--- src/rtl/sw_led_pkg.sv ---
`default_nettype none
// ============================================================================
// sw_led_pkg : register offsets and debounce state encoding for sw_led_mmio
// Revision   : 1.0
// ============================================================================
package sw_led_pkg;

   localparam logic [1:0] LED_OFS  = 2'd0;
   localparam logic [1:0] SW_OFS   = 2'd1;
   localparam logic [1:0] EDGE_OFS = 2'd2;

   typedef enum logic [0:0] {
      DB_STABLE = 1'b0,
      DB_COUNT  = 1'b1
   } db_state_t;

endpackage
`default_nettype wire

--- src/rtl/sw_debounce.sv ---
`default_nettype none
// ============================================================================
// sw_debounce : 2-flop synchronizer plus counting debounce FSM for one switch
// Revision    : 1.0
// ============================================================================
module sw_debounce
   import sw_led_pkg::*;
#(
   parameter int DB_CYCLES = 50000
) (
   input  logic clk,
   input  logic rst,
   input  logic raw,
   output logic deb
);

   localparam int CW = $clog2(DB_CYCLES + 1);
   localparam logic [CW-1:0] CNT_LAST = CW'(DB_CYCLES - 1);

   logic          sync1_q, sync2_q;
   logic          deb_q, deb_d;
   logic [CW-1:0] cnt_q, cnt_d;
   db_state_t     state_q, state_d;

   always_ff @(posedge clk) begin
      if (rst) begin
         sync1_q <= 1'b0;
         sync2_q <= 1'b0;
         deb_q   <= 1'b0;
         cnt_q   <= '0;
         state_q <= DB_STABLE;
      end else begin
         sync1_q <= raw;
         sync2_q <= sync1_q;
         deb_q   <= deb_d;
         cnt_q   <= cnt_d;
         state_q <= state_d;
      end
   end

   always_comb begin
      state_d = state_q;
      cnt_d   = cnt_q;
      deb_d   = deb_q;
      case (state_q)
         DB_STABLE: begin
            cnt_d = '0;
            if (sync2_q != deb_q) begin
               state_d = DB_COUNT;
               cnt_d   = CW'(1);
            end
         end
         DB_COUNT: begin
            // any sample that agrees with deb restarts the qualification window
            if (sync2_q == deb_q) begin
               state_d = DB_STABLE;
               cnt_d   = '0;
            end else if (cnt_q == CNT_LAST) begin
               state_d = DB_STABLE;
               cnt_d   = '0;
               deb_d   = sync2_q;
            end else begin
               cnt_d = cnt_q + CW'(1);
            end
         end
         default: begin
            state_d = DB_STABLE;
            cnt_d   = '0;
         end
      endcase
   end

   assign deb = deb_q;

endmodule
`default_nettype wire

--- src/rtl/sw_led_mmio.sv ---
`default_nettype none
// ============================================================================
// sw_led_mmio : MMIO slave exposing LED (RW), debounced SW (RO), EDGE (W1C)
// Revision    : 1.0
// ============================================================================
module sw_led_mmio
   import sw_led_pkg::*;
#(
   parameter int          N_IO      = 10,
   parameter logic [15:0] BASE_ADDR = 16'hC000,
   parameter int          DB_CYCLES = 50000
) (
   input  logic            clk,
   input  logic            rst,
   input  logic [15:0]     addr,
   input  logic [15:0]     wdata,
   input  logic            we,
   input  logic            re,
   output logic [15:0]     rdata,
   output logic            rvalid,
   input  logic [N_IO-1:0] sw_in,
   output logic [N_IO-1:0] led_out,
   output logic            edge_irq
);

   logic [N_IO-1:0] deb;
   logic [N_IO-1:0] deb_prev_q;
   logic [N_IO-1:0] rise;
   logic [N_IO-1:0] led_q, led_d;
   logic [N_IO-1:0] edge_q, edge_d;
   logic [15:0]     rdata_q, rdata_d;
   logic [15:0]     rd_mux;
   logic            rvalid_q, rvalid_d;
   logic            irq_q, irq_d;
   logic            hit;
   logic [1:0]      ofs;
   logic            unused_wdata;

   generate
      for (genvar i = 0; i < N_IO; i++) begin : g_bit
         sw_debounce #(
            .DB_CYCLES (DB_CYCLES)
         ) u_deb (
            .clk (clk),
            .rst (rst),
            .raw (sw_in[i]),
            .deb (deb[i])
         );
      end
   endgenerate

   assign hit          = (addr[15:2] == BASE_ADDR[15:2]);
   assign ofs          = addr[1:0];
   assign rise         = deb & ~deb_prev_q;
   assign unused_wdata = ^wdata[15:N_IO];

   always_comb begin
      led_d = led_q;
      if (we && hit && (ofs == LED_OFS))
         led_d = wdata[N_IO-1:0];

      // clear first, then OR in new rises so a coincident set wins
      edge_d = edge_q;
      if (we && hit && (ofs == EDGE_OFS))
         edge_d = edge_q & ~wdata[N_IO-1:0];
      edge_d = edge_d | rise;

      rd_mux = '0;
      if (hit) begin
         case (ofs)
            LED_OFS:  rd_mux[N_IO-1:0] = led_q;
            SW_OFS:   rd_mux[N_IO-1:0] = deb;
            EDGE_OFS: rd_mux[N_IO-1:0] = edge_q;
            default:  rd_mux = '0;
         endcase
      end

      rdata_d  = re ? rd_mux : 16'h0000;
      rvalid_d = re;
      irq_d    = |edge_q;
   end

   always_ff @(posedge clk) begin
      if (rst) begin
         deb_prev_q <= '0;
         led_q      <= '0;
         edge_q     <= '0;
         rdata_q    <= '0;
         rvalid_q   <= 1'b0;
         irq_q      <= 1'b0;
      end else begin
         deb_prev_q <= deb;
         led_q      <= led_d;
         edge_q     <= edge_d;
         rdata_q    <= rdata_d;
         rvalid_q   <= rvalid_d;
         irq_q      <= irq_d;
      end
   end

   assign led_out  = led_q;
   assign rdata    = rdata_q;
   assign rvalid   = rvalid_q;
   assign edge_irq = irq_q;

endmodule
`default_nettype wire

--- config.mk ---
export PLATFORM = sky130hd
export DESIGN_NAME = sw_led_mmio
export DESIGN_NICKNAME = d
export VERILOG_FILES = /design/src/rtl/sw_led_pkg.sv /design/src/rtl/sw_debounce.sv /design/src/rtl/sw_led_mmio.sv
export SDC_FILE = /design/constraint.sdc
export NUM_CORES = 1
export LEC_CHECK = 0
export CORE_MARGIN = 4
export CORE_UTILIZATION = 40
export CTS_CLUSTER_SIZE = 30
export DETAILED_ROUTE_END_ITERATION = 6
export PLACE_DENSITY_LB_ADDON = 0.3
export SYNTH_ARGS = -nofsm -noshare
export SYNTH_HDL_FRONTEND = slang
export SYNTH_SLANG_ARGS = --single-unit
--- constraint.sdc ---
create_clock -name clk -period 5 [get_ports clk]
set_input_delay 1 -clock clk [delete_from_list [all_inputs] [get_ports clk]]
set_output_delay 1 -clock clk [all_outputs]
set_load 0.005 [all_outputs]
# --- Word level (Yosys, flattened, before mapping) ---
# Index checks and enable logic that the tools add are counted.
totals:
  regBits: 248
  in_bits: 46
  output_inout_bits: 28
  elab_cells: 226
op_classes:
  addsub: 10
  n_eq_ne: 33
  muxes: 82
  n_bitwise: 27
  n_reduce_logical: 17
op_table:
  columns: ["operator", "n"]
  rows:
  - ["two-way mux 16 bit", 20]
  - ["one-hot mux 16 bit (2 select lines)", 10]
  - ["adder 16 x 1 -> 16 bit (second input constant)", 10]
  - ["equality test 16 bit (second input constant)", 10]
  - ["two-way mux 1 bit", 40]
  - ["one-hot mux 10 bit (3 select lines)", 1]
  - ["AND reduction 3 bit", 10]
  - ["inverter 1 bit", 22]
  - ["bitwise AND 10 bit", 2]
  - ["inverter 10 bit", 2]
  - ["one-hot mux 1 bit (2 select lines)", 10]
  - ["equality test 14 bit (second input constant)", 1]
  - ["equality test 1 bit", 10]
  - ["two-way mux 10 bit", 1]
  - ["inequality test 1 bit", 10]
  - ["bitwise OR 10 bit", 1]
  - ["OR reduction 10 bit", 1]
  - ["logical AND 1 bit", 3]
  - ["OR reduction 3 bit", 1]
  - ["equality test 2 x 1 -> 1 bit (second input constant)", 1]
  - ["equality test 2 bit (second input constant)", 1]
  - ["zero test 2 bit", 1]
  - ["OR reduction 2 bit", 1]

# --- Logic depth before layout (Yosys ltp) ---
depth:
  word_depth: 5
  mapped_depth: 7

# --- Cells and area by module ---
# A second synthesis with hierarchy kept.
hier_totals:
  hier_cells: 1128
  area_unflattened_um2: 10572.6
by_module_without_submodules:
  columns: ["module", "n_inst", "cells_per_inst", "area_each_um2"]
  rows:
  - ["sw_debounce at g_bit[0].u_deb ...", 9, 94, 890.9]
  - ["sw_led_mmio", 1, 185, 1682.9]
  - ["sw_debounce at g_bit[9].u_deb", 1, 97, 872.1]

# --- Least setup slack after synthesis ---
# Ideal clock, no wire load.
synth_path:
  path_kind: "in2reg"
  start: "in addr[3]"
  end: "reg led_q[0], in the netlist led_out[0]"
  setup_time_ns: 0.070
  t_arrival_ns: 2.260
  t_required_ns: 4.930
  path_slack_ns: 2.669
  path_stages: 6
  n_path_buf: 2
  cell_sequence: "nor4_1 -> and4_1 -> clkbuf_1 -> buf_2 -> nand3_1 -> a21oi_1"
synth_between:
  elab_chain_cells: 3
synth_lines:
  columns: ["item", "line_no", "text"]
  rows:
  - ["from (decl)", "sw_led_mmio.sv:15", "input logic [15:0] addr,"]
  - ["equality test 14 bit", "sw_led_mmio.sv:52", "assign hit = (addr[15:2] == BASE_ADDR[15:2]);"]
  - ["logical AND 1 bit (2 in a row)", "sw_led_mmio.sv:59", "if (we && hit && (ofs == LED_OFS))"]
  - ["to (signal assigned)", "sw_led_mmio.sv:93", "led_q <= led_d;"]
  - ["to (decl)", "sw_led_mmio.sv:29", "logic [N_IO-1:0] led_q, led_d;"]
# Every way passes these cells.
# A chain may end at the register's enable or synchronous reset.

# --- Worst setup path in the final report ---
layout_path:
  start: "in addr[7]"
  end: "reg edge_q[5]"
layout_between:
  elab_chain_cells: 5
layout_lines:
  columns: ["item", "line_no", "text"]
  rows:
  - ["equality test 14 bit", "sw_led_mmio.sv:52", null]
  - ["logical AND 1 bit (2 in a row)", "sw_led_mmio.sv:64", "if (we && hit && (ofs == EDGE_OFS))"]
  - ["two-way mux 10 bit", "sw_led_mmio.sv:64", null]
  - ["bitwise OR 10 bit", "sw_led_mmio.sv:66", "edge_d = edge_d | rise;"]
  - ["to (signal assigned)", "sw_led_mmio.sv:94", "edge_q <= edge_d;"]
  - ["to (decl)", "sw_led_mmio.sv:30", "logic [N_IO-1:0] edge_q, edge_d;"]
# Every way passes these cells.

==> impl_results.md <==
* Status: finished clean
* Int Power at 3.11 mW
* Sequential area share after synthesis at 0.479
* Initial drt markers at 355
* Synth cell types at 51
* Max Freq at 330 MHz
* Sw Ratio at 0.202
* Final Hold Vio Count at 0
* Post-route ant nets at 0
* Pin count of the biggest net entering global routing at 40
* Post-Synthesis Cells at 1134
* Worst-path clk slew at 0.06 ns
* Area delta synth->final at 16.9%
* Post-synth EDFFs at 0
* Ratio of cells with drive above 1 in the final layout at 0.0463
* Max-cap violation count at 0
* Synth area leaders: dfxtp_1, xnor2_1, nor2_1
* Worst Hold Class: flop to flop
* Vias/cell at 4.98
* CP startpoint kind: input pin
* Synth Flop Type: dfxtp_1
* Rel. slew slack at 0.244
* Worst r2r src: g_bit[5].u_deb.cnt_q[0]
* Post-Syn Area at 10100 um^2
* DRT Wirelength at 20300 um
* DRC violations left at 0
* # resized after CTS at 0
* Grt total ovfl at 0
* Yosys reg bits at 242
* PD cells at 329 nW/um^2
* Antenna violations before repair at 1
* Post-CTS Setup Bufs at 0
* Rows at 57
* Max Buffers Root-to-Sink at 3
* Lkg Pwr at 3.68 nW
* Vias in the first global route at 7327
* Ports at 74
* H-tree Lvls at 1
* Worst Hold Path Cells at 1
* Vias at 7637
* Worst Path Required at 5.40 ns
* Endpoint type of the worst setup path: flop
* Final min period at 3.03 ns
* Tcrit/Tclk final at 0.607
* Die H at 167 um
* Hold_sp: deb_prev_q[3]
* Kind of critical path: input pin to flop
* GRT Total Usage at 0.145
* Hold EP: edge_q[3]
* Final GP Congestion at 0.802
* Flop pwr share at 0.500
* Reg2reg end: g_bit[5].u_deb.cnt_q[13]
* Psw at 0.788 mW
* VDD IR-drop max at 188 uV
* Core area at 24600 um^2
* Wire per inst at 13.2 um
* Number of fill cells at 2357
* Initial Util at 0.411
* Unrepaired setup endpoints after global routing: false
* Clk pwr share at 0.480
* Post-route clock skew at 0.00938 ns
* Pwr Total at 3.89 mW
* First-pass DRT Iterations at 4
* Post-synthesis area per instance at 8.92 um^2
* Setup TNS Final at 0 ns
* WP data arrival at 3.44 ns
* Final setup fails at 0
* First-pass GRT wire length at 35100 um
* Reg2Reg Depth at 5
* Cell taking the most area after synthesis: dfxtp_1
* Final core occ at 0.480
* Final slew viol count at 0
* CP Max Fanout at 20
* Nets at 1248
* Comb power frac at 0.020
* Worst slew pin tran at 1.13 ns
* Hold_buf cts at 0
* Num CTS Buffers at 26
* Synth warnings at 0
* CTS tree: done
* Post-synth ARST share at 0
* Worst hold margin at 0.408 ns
* Dpl hpwl at 13900 um
* Number of I/O port buffers at 61
* Sink Count at 242
* Clk_lat worst skew at 0.52 ns
* CTS Root Cell: clkbuf_16
* Die area at 27900 um^2
* Top-area cell type share of the netlist area at 0.479
* Reg2Reg Setup Slack at 2.79 ns
* Die X at 167 um
[kinds of logic (layout without fill, tap and decap cells)]
family	count (synthesis)	count (layout)	share of synthesized area
AOI/OAI and AO/OA	72	72	0.0449
xor gates and xnor gates	144	144	0.125
adders and majority gates	10	10	0.0124
buffers and inverters	105	176	0.0435
DFF	242	242	0.479
muxes	17	17	0.0168
other	1	7	0.000371
and+or+nand+nor	543	543	0.278
[worst max path at each step]
stage                 start         end  slack (ns)  depth (start not counted)
finish              addr[7]   edge_q[5]        1.97                          5
global route        addr[7]   edge_q[5]        1.79                          5
CTS                 addr[7]   edge_q[5]        1.93                          5
detailed placement  addr[7]   edge_q[5]        1.39                          5
global placement    addr[7]   edge_q[8]        1.42                          5
floorplan           addr[3]  led_out[0]        2.67                          6
[cell usage after synthesis (all sizes together), types with 2 or more instances]
cell type and n:
or4b 2, clkbuf 23, a211oi 3, inv 65, o21a 3, xnor2 112
xor2 32, or2 4, nor2b 25, a21boi 3, nor2 196, o31ai 2
and4b 2, nor4b 4, mux2i 17, or4bb 2, o32ai 6, nand2 39
a211o 2, nand4b 5, a21oi 27, a32o 2, ha 10, o21ai 17
nand2b 17, and2 2, buf 16, and4 7, or3 6, nor4bb 7
or4 16, dfxtp 242, a2111oi 3, nand4 43, and3 16, a31o 3
nor3 34, nand3 69, nor4 45
[stage by stage]
stage | setup slack, ns | instance area (um^2) | std cells
after detailed placement | 1.39 | 11000 | 1488
after CTS | 1.93 | 11800 | 1534
after global routing | 1.79 | 11800 | 1534
after global placement | 1.42 | 11000 | 1488
final | 1.97 | 11800 | 1535
after floorplan | 2.67 | 10100 | 1139
[cell usage in the layout, fill, tap and decap left out, types with 5 or more instances in the layout]
master and count:
a21oi_1 27, and3_1 16, and4_1 7, clkbuf_1 5, clkbuf_16 27, clkbuf_8 6
clkdlybuf4s50_1 60, clkinv_2 6, conb_1 6, dfxtp_1 242, ha_1 10, inv_1 65
mux2i_1 17, nand2_1 39, nand2b_1 17, nand3_1 68, nand4_1 42, nand4b_1 5
nor2_1 196, nor2b_1 25, nor3_1 34, nor4_1 45, nor4bb_1 7, o21ai_0 17
o32ai_1 6, or3_1 6, or4_1 15, xnor2_1 112, xor2_1 32
[layout make-up]
cell class / instances / area (um^2) / area share
Timing Repair Buffer: 64 / 628 / 0.0531
Multi-Input combinational cell: 792 / 4850 / 0.410
Inverter: 66 / 248 / 0.0210
Clock inverter: 8 / 68.8 / 0.00582
Sequential cell: 242 / 4840 / 0.410
Clock buffer: 38 / 777 / 0.0657
Antenna cell: 1 / 2.50 / 0.000212
Tap cell: 324 / 405 / 0.0343
[metal layers]
layer	wire, um	vias to the layer above	GRT usage	share of wire
met2	9260	100	0.238	0.46
met4	408	2	0.0377	0.020
li1	-	4002	-	-
met3	914	34	0.0315	0.045
met5	12	-	0	0.00059
met1	9720	3499	0.195	0.48
[flip-flops by register name, summed over array words and instances (netlist names)]
register	count
edge_q	10
g_bit.u_deb.state_q	10
rdata	10
g_bit.u_deb.sync1_q	10
edge_irq	1
g_bit.u_deb.deb	10
led_out	10
g_bit.u_deb.cnt_q	160
deb_prev_q	10
rvalid	1
g_bit.u_deb.sync2_q	10
[worst max-delay path, cell delays in order]
cell             delay (ns)
clkdlybuf4s50_1        0.40
nor4_1                 0.75
and4_1                 0.84
nand3_1                0.16
a32o_1                 0.28
[power by group through the flow]
stage | sequential (mW) | combinational [mW] | clock, mW
6_report | 1.95 | 0.0793 | 1.87
2_1_floorplan | 1.99 | 0.0385 | 0
3_5_place_dp | 1.99 | 0.0803 | 0
5_1_grt | 1.95 | 0.0871 | 2.02
4_1_cts | 1.95 | 0.0805 | 1.93
3_3_place_gp | 1.99 | 0.0796 | 0
(Power assumes the default switching activity.)
